File: src/rtl/nb_access_pkg.sv
// Shared constants and FSM state type for the neuron-buffer access controller.
package nb_access_pkg;
    localparam int unsigned NxTn       = 256;
    localparam int unsigned ADDR       = 6;
    localparam int unsigned NUM_WORDS  = 64;
    localparam int unsigned LEN_W      = 7;
    localparam int unsigned FIFO_DEPTH = 4;

    localparam logic WEN_WRITE = 1'b0;
    localparam logic WEN_IDLE  = 1'b1;

    typedef enum logic [1:0] {
        StIdle,
        StBurst,
        StDrain
    } nb_state_e;
endpackage

File: src/rtl/nb_rd_fifo.sv
// Read-data FIFO between the NB Q port and the compute consumer.
// Depth must be a power of two so the pointers wrap naturally.
module nb_rd_fifo #(
    parameter int unsigned Width = 256,
    parameter int unsigned Depth = 4
) (
    input  logic                   clk_i,
    input  logic                   rst_ni,
    input  logic                   push_i,
    input  logic [Width-1:0]       wdata_i,
    input  logic                   pop_i,
    output logic [Width-1:0]       rdata_o,
    output logic [$clog2(Depth):0] count_o
);
    localparam int unsigned PtrW = $clog2(Depth);
    localparam int unsigned CntW = PtrW + 1;

    logic [Width-1:0] mem_q [Depth];
    logic [PtrW-1:0]  wptr_q, wptr_d, rptr_q, rptr_d;
    logic [CntW-1:0]  count_q, count_d;
    logic             do_pop;

    assign do_pop = pop_i && (count_q != '0);

    always_comb begin
        wptr_d  = wptr_q;
        rptr_d  = rptr_q;
        count_d = count_q;
        if (push_i) begin
            wptr_d = wptr_q + PtrW'(1);
        end
        if (do_pop) begin
            rptr_d = rptr_q + PtrW'(1);
        end
        if (push_i && !do_pop) begin
            count_d = count_q + CntW'(1);
        end else if (!push_i && do_pop) begin
            count_d = count_q - CntW'(1);
        end
    end

    always_ff @(posedge clk_i or negedge rst_ni) begin
        if (!rst_ni) begin
            wptr_q  <= '0;
            rptr_q  <= '0;
            count_q <= '0;
        end else begin
            wptr_q  <= wptr_d;
            rptr_q  <= rptr_d;
            count_q <= count_d;
        end
    end

    always_ff @(posedge clk_i) begin
        if (push_i) begin
            mem_q[wptr_q] <= wdata_i;
        end
    end

    // Storage is not reset, so the head is masked to zero while empty.
    assign rdata_o = (count_q != '0) ? mem_q[rptr_q] : '0;
    assign count_o = count_q;
endmodule

File: src/rtl/nb_access_ctrl.sv
// Arbitrates the single-port NB between single-word writes and burst reads.
// Define NB_ACCESS_CTRL_PERF_EN to add 32-bit grant/stall performance counters.
module nb_access_ctrl
    import nb_access_pkg::*;
(
    input  logic              clk,
    input  logic              rst_n,
    input  logic              i_wr_valid,
    output logic              o_wr_ready,
    input  logic [ADDR-1:0]   i_wr_addr,
    input  logic [NxTn-1:0]   i_wr_data,
    input  logic              i_rd_start,
    input  logic [ADDR-1:0]   i_rd_base,
    input  logic [LEN_W-1:0]  i_rd_len,
    output logic              o_rd_busy,
    output logic              o_rd_done,
    output logic [NxTn-1:0]   o_rd_data,
    output logic              o_rd_dvalid,
    input  logic              i_rd_dready,
    output logic              o_mem_wen,
    output logic [ADDR-1:0]   o_mem_addr,
    output logic [NxTn-1:0]   o_mem_wdata,
    input  logic [NxTn-1:0]   i_mem_rdata
`ifdef NB_ACCESS_CTRL_PERF_EN
    ,
    output logic [31:0]       o_perf_wr_cnt,
    output logic [31:0]       o_perf_rd_cnt,
    output logic [31:0]       o_perf_stall_cnt
`endif
);
    localparam int unsigned CntW  = $clog2(FIFO_DEPTH) + 1;
    localparam int unsigned CredW = CntW + 1;

    nb_state_e        state_q, state_d;
    logic [ADDR-1:0]  addr_q, addr_d, hold_addr_q;
    logic [LEN_W-1:0] remain_q, remain_d;
    logic             inflight_q, rr_q, rr_d, done_q, done_d;
    logic [CntW-1:0]  fifo_cnt;
    logic [CredW-1:0] credit;
    logic             rd_elig, wr_gnt, rd_gnt;

    assign credit  = CredW'(fifo_cnt) + CredW'(inflight_q);
    assign rd_elig = (state_q == StBurst) && (credit < CredW'(FIFO_DEPTH));

    // rr_q set means the read side wins the next contended cycle.
    always_comb begin
        wr_gnt = 1'b0;
        rd_gnt = 1'b0;
        rr_d   = rr_q;
        if (rst_n) begin
            if (i_wr_valid && rd_elig) begin
                rd_gnt = rr_q;
                wr_gnt = !rr_q;
                rr_d   = !rr_q;
            end else begin
                wr_gnt = i_wr_valid;
                rd_gnt = rd_elig;
            end
        end
    end

    always_ff @(posedge clk or negedge rst_n) begin
        if (!rst_n) begin
            state_q     <= StIdle;
            addr_q      <= '0;
            remain_q    <= '0;
            inflight_q  <= 1'b0;
            rr_q        <= 1'b1;
            done_q      <= 1'b0;
            hold_addr_q <= '0;
        end else begin
            state_q     <= state_d;
            addr_q      <= addr_d;
            remain_q    <= remain_d;
            inflight_q  <= rd_gnt;
            rr_q        <= rr_d;
            done_q      <= done_d;
            hold_addr_q <= o_mem_addr;
        end
    end

    always_comb begin
        state_d  = state_q;
        addr_d   = addr_q;
        remain_d = remain_q;
        done_d   = 1'b0;
        unique case (state_q)
            StIdle: begin
                if (i_rd_start) begin
                    if (i_rd_len != '0) begin
                        addr_d   = i_rd_base;
                        remain_d = i_rd_len;
                        state_d  = StBurst;
                    end else begin
                        done_d = 1'b1;
                    end
                end
            end
            StBurst: begin
                if (rd_gnt) begin
                    addr_d   = ADDR'((32'(addr_q) + 32'd1) % NUM_WORDS);
                    remain_d = remain_q - LEN_W'(1);
                    if (remain_q == LEN_W'(1)) begin
                        state_d = StDrain;
                    end
                end
            end
            StDrain: begin
                if ((fifo_cnt == '0) && !inflight_q) begin
                    done_d  = 1'b1;
                    state_d = StIdle;
                end
            end
            default: state_d = StIdle;
        endcase
    end

    always_comb begin
        o_mem_wen   = WEN_IDLE;
        o_mem_addr  = hold_addr_q;
        o_mem_wdata = '0;
        if (wr_gnt) begin
            o_mem_wen   = WEN_WRITE;
            o_mem_addr  = i_wr_addr;
            o_mem_wdata = i_wr_data;
        end else if (rd_gnt) begin
            o_mem_addr = addr_q;
        end
    end

    assign o_wr_ready  = wr_gnt;
    assign o_rd_busy   = (state_q != StIdle);
    assign o_rd_done   = done_q;
    assign o_rd_dvalid = (fifo_cnt != '0);

    nb_rd_fifo #(
        .Width (NxTn),
        .Depth (FIFO_DEPTH)
    ) u_rd_fifo (
        .clk_i   (clk),
        .rst_ni  (rst_n),
        .push_i  (inflight_q),
        .wdata_i (i_mem_rdata),
        .pop_i   (o_rd_dvalid && i_rd_dready),
        .rdata_o (o_rd_data),
        .count_o (fifo_cnt)
    );

`ifdef NB_ACCESS_CTRL_PERF_EN
    logic [31:0] perf_wr_q, perf_rd_q, perf_stall_q;
    logic        stall;

    assign stall = (i_wr_valid && !wr_gnt) || (rd_elig && !rd_gnt);

    always_ff @(posedge clk or negedge rst_n) begin
        if (!rst_n) begin
            perf_wr_q    <= '0;
            perf_rd_q    <= '0;
            perf_stall_q <= '0;
        end else begin
            perf_wr_q    <= perf_wr_q + 32'(wr_gnt);
            perf_rd_q    <= perf_rd_q + 32'(rd_gnt);
            perf_stall_q <= perf_stall_q + 32'(stall);
        end
    end

    assign o_perf_wr_cnt    = perf_wr_q;
    assign o_perf_rd_cnt    = perf_rd_q;
    assign o_perf_stall_cnt = perf_stall_q;
`endif
endmodule
File: config.mk
export PLATFORM = sky130hd
export DESIGN_NAME = nb_access_ctrl
export DESIGN_NICKNAME = d
export VERILOG_FILES = /design/src/rtl/nb_access_pkg.sv /design/src/rtl/nb_rd_fifo.sv /design/src/rtl/nb_access_ctrl.sv
export SDC_FILE = /design/constraint.sdc
export NUM_CORES = 1
export LEC_CHECK = 0
export CAP_MARGIN = 5
export CORE_AREA = 2 2 413 415
export CTS_CLUSTER_SIZE = 24
export DETAILED_ROUTE_END_ITERATION = 6
export DIE_AREA = 0 0 415 417
export GPL_TIMING_DRIVEN = 0
export SETUP_SLACK_MARGIN = 0.05
export SYNTH_ARGS = -nofsm -noshare
export SYNTH_HDL_FRONTEND = slang
export SYNTH_SLANG_ARGS = --single-unit
File: constraint.sdc
create_clock -name clk -period 7.8 [get_ports clk]
set_input_delay 1.17 -clock clk [delete_from_list [all_inputs] [get_ports clk]]
set_output_delay 1.17 -clock clk [all_outputs]
set_load 0.01 [all_outputs]
==> results.md <==
* DP Cell Count at 5392
* Vias/cell at 4.36
* Hold-fix buffer count after cts at 0
* Final Cycle Share at 70.1%
* Critical-path top delay cell: clkbuf_1
* Top cells by area, synth: edfxtp_1, mux4_2, and2_1, dfrtp_1, clkbuf_1
* DIE WIDTH at 415 um
* Count leader, synth: edfxtp_1
* Clk_lat worst skew at 730 ps
* Number of global-route vias before repair at 25500
* Full die area at 0.173 sq mm
* Sequential share of the synthesized area at 75.0%
* Largest net degree at the start of global routing at 56
* Worst Hold Class: flop to flop
* Initial Util at 24.9%
* Clock-pin transition on the worst setup and hold timing paths at 60 ps
* RePlAce Congestion at 0.905
* Syn Nets at 2639
* Status: complete, no violations
* Router iterations before antenna repair at 5
* Main synth FF type: edfxtp_1
* Share of the synthesized area in the top cell type at 73.2%
* Max IR drop VDD at 0.000239 V
* Max-Cap Viols at 0
* Post-Syn Instances at 2094
* Cell Area, Synth at 0.0420 sq mm
* Clock root cell: clkbuf_16
* Fraction of registers with async set or reset after synthesis at 2.94%
* Core area at 0.169 sq mm
* Setup violations, final at 0
* RSZ-0062 raised after global routing: no
* Drt initial violations at 1651
* Min Tclk post-route at 5470 ps
* Tightest Pin Transition at 971 ps
* Crit path DAT at 4300 ps
* Drt total wl at 165 mm
* Clock buffer depth at 3
* Final net count at 3832
* Number of synthesized flops with an enable pin at 1024
* CP Launch Type: flop
* Clk sinks at 1055
* Yosys top cell by area: edfxtp_1
* Worst-path fanout max at 10
* Max-Slew Margin vs Limit at 35.2%
* GRT Resource Usage Total at 18.5%
* Synth top cells by count: edfxtp_1, and2_1, mux4_2
* Vias at 24600
* Min Hold Slack at 497 ps
* WL/cell at 29.1 um
* DP HPWL at 128 mm
* Avg Cell Area, Syn at 20.1 sq um
* Die H at 417 um
* First-pass GRT wire length at 218 mm
* Area growth syn-to-layout at 41.8%
* Max Clk Rate at 183 MHz
* Critical path capture point type: output port
* Distinct cells, synth at 51
* Largest stage delay, worst path at 780 ps
* Standard-cell rows at 151
* Total CTS buffers at 111
* CTS tree: done
* Antenna Nets Post-Route at 0
* Layout Cells excl Fill at 5650
* Pwr Density at 350 mW/mm^2
* Cells along the critical path: or3_1 > clkbuf_1 > clkbuf_1 > clkbuf_1 > and2_1 > clkdlybuf4s50_1
* CP dominant cell by count: clkbuf_1
* DRC Markers at 0
* WS Path Type: flop to output port
* H-tree depth at 3
* I/O pin count at 1059
* Synth Warn # at 0
* Antenna violations before repair at 41
* Final Hold Viols at 0
* Setup Fix Bufs, Post-CTS at 0
* Layout cells sized above 1 at 14.5%
* Grt ovf at 0
* #FFs+latches synth at 1055
* P_leak at 19.2 nW
* Clock Skew at 25.3 ps
* Post-CTS Resized at 0
* Port Buffers at 1058
* WP data required at 6630 ps
* Slew Limit Fails at 0
[metrics by stage]
stage	instance area, sq um	setup TNS [ps]	setup WS [ps]	total power, W	util [%]
after CTS	59400	0	1780	0.0213	35.3
after global routing	59600	0	1880	0.0218	35.4
final	59600	0	2330	0.0209	35.4
after global placement	55400	-5018040	-5050	0.0164	32.9
after floorplan	42000	0	729	0.0115	-
after detailed placement	56000	0	2110	0.0162	33.2
[final timing paths]
| kind | from | endpoint | slack [ps] | cells past startpoint |
|---|---|---|---|---|
| worst max register to register | u_rd_fifo.count_o[0]$_DFFE_PN0P_ | u_rd_fifo.count_o[1]$_DFFE_PN0P_ | 4800 | 8 |
| worst min register to register | remain_q[5]$_DFFE_PN0P_ | remain_q[5]$_DFFE_PN0P_ | 500 | 1 |
| worst min-delay path | remain_q[5]$_DFFE_PN0P_ | remain_q[5]$_DFFE_PN0P_ | 500 | 1 |
| worst max-delay path | u_rd_fifo.count_o[0]$_DFFE_PN0P_ | o_rd_data[231] | 2330 | 6 |
| max in group asynchronous | rst_n | hold_addr_q[5]$_DFF_PN0_ | 6680 | 1 |
| min in group asynchronous | rst_n | u_rd_fifo.rptr_q[0]$_DFFE_PN0P_ | 560 | 1 |
[flip-flops by register name, indices dropped and copies added (netlist names)]
name	count
u_rd_fifo.rptr_q	2
remain_q	7
inflight_q	1
hold_addr_q	6
state_q	2
u_rd_fifo.mem_q	1024
u_rd_fifo.count_o	3
addr_q	6
rr_q	1
u_rd_fifo.wptr_q	2
o_rd_done	1
[critical path: cells and delay by family, from the launching register on]
family,cells,cell delay [ps]
buffers and inverters,4,2700
and+or+nand+nor,2,410
DFF,1,420
[layout by cell type, fill, tap and decap left out, types with 3 or more instances in the layout]
master           Yosys  routed
diode_2              0      56
clkbuf_16            0     111
clkdlybuf4s50_1      0    1057
clkbuf_1            76      92
clkinv_16            0       3
nor2b_1              3       3
buf_2               35      36
clkinv_2             0      21
dfrtp_1             30      30
nand2_1             15      15
edfxtp_1          1024    1024
buf_12               0       3
nand3_1             10      10
ha_1                 8       8
clkinv_1             1      28
a22oi_1              3       3
nor2_1               9       9
o21ai_0              8       8
a21oi_1              8       8
buf_1               11      11
or3_1                3       3
buf_16               0      18
clkinv_4             0       3
inv_6                0       5
nand3b_1             3       3
and2_1             517     513
mux4_2             256     256
nor4_1               3       3
and2_4               0       4
xnor2_1              5       5
inv_1               11      11
nor3_1               5       5
clkinvlp_4           0       4
mux2i_1              9       9
bufinv_16            0       6
o21ai_1              3       3
o22ai_1              5       5
[where the power goes]
part	switching [W]	internal, W	total, W	leakage (nW)
sequential	0.000176	0.00701	0.00718	9.62
clock	0.00222	0.00282	0.00505	1.70
combinational	0.00437	0.00425	0.00862	7.92
[metal layers]
metal | global-route usage (%) | vias up | wire [um]
met2 | 36.2 | 894 | 94200
met5 | 0 | - | 139
met1 | 17.5 | 12800 | 52100
li1 | - | 10700 | -
met3 | 4.21 | 247 | 9060
met4 | 10.4 | 20 | 9040
[area by class of cell]
class	count	area, sq um
Clock inverter	73	641
Sequential cell	1055	31500
Multi-Input combinational cell	904	9950
Inverter	13	48.8
Antenna cell	56	140
Buffer	122	504
Timing Repair Buffer	1080	11200
Tap cell	2218	2780
Fill cell	16000	109000
Clock buffer	129	2850
[cells by family after synthesis]
kind of cell             synth area share (%)
multiplexers                             14.0
AO/OA/AOI/OAI                           0.813
XOR/XNOR                                0.146
adder cells (fa/ha/maj)                 0.286
flip-flops                               75.0
buffers and inverters                    1.31
AND/OR/NAND/NOR                          8.45
Power figures use the tool's default switching activity.
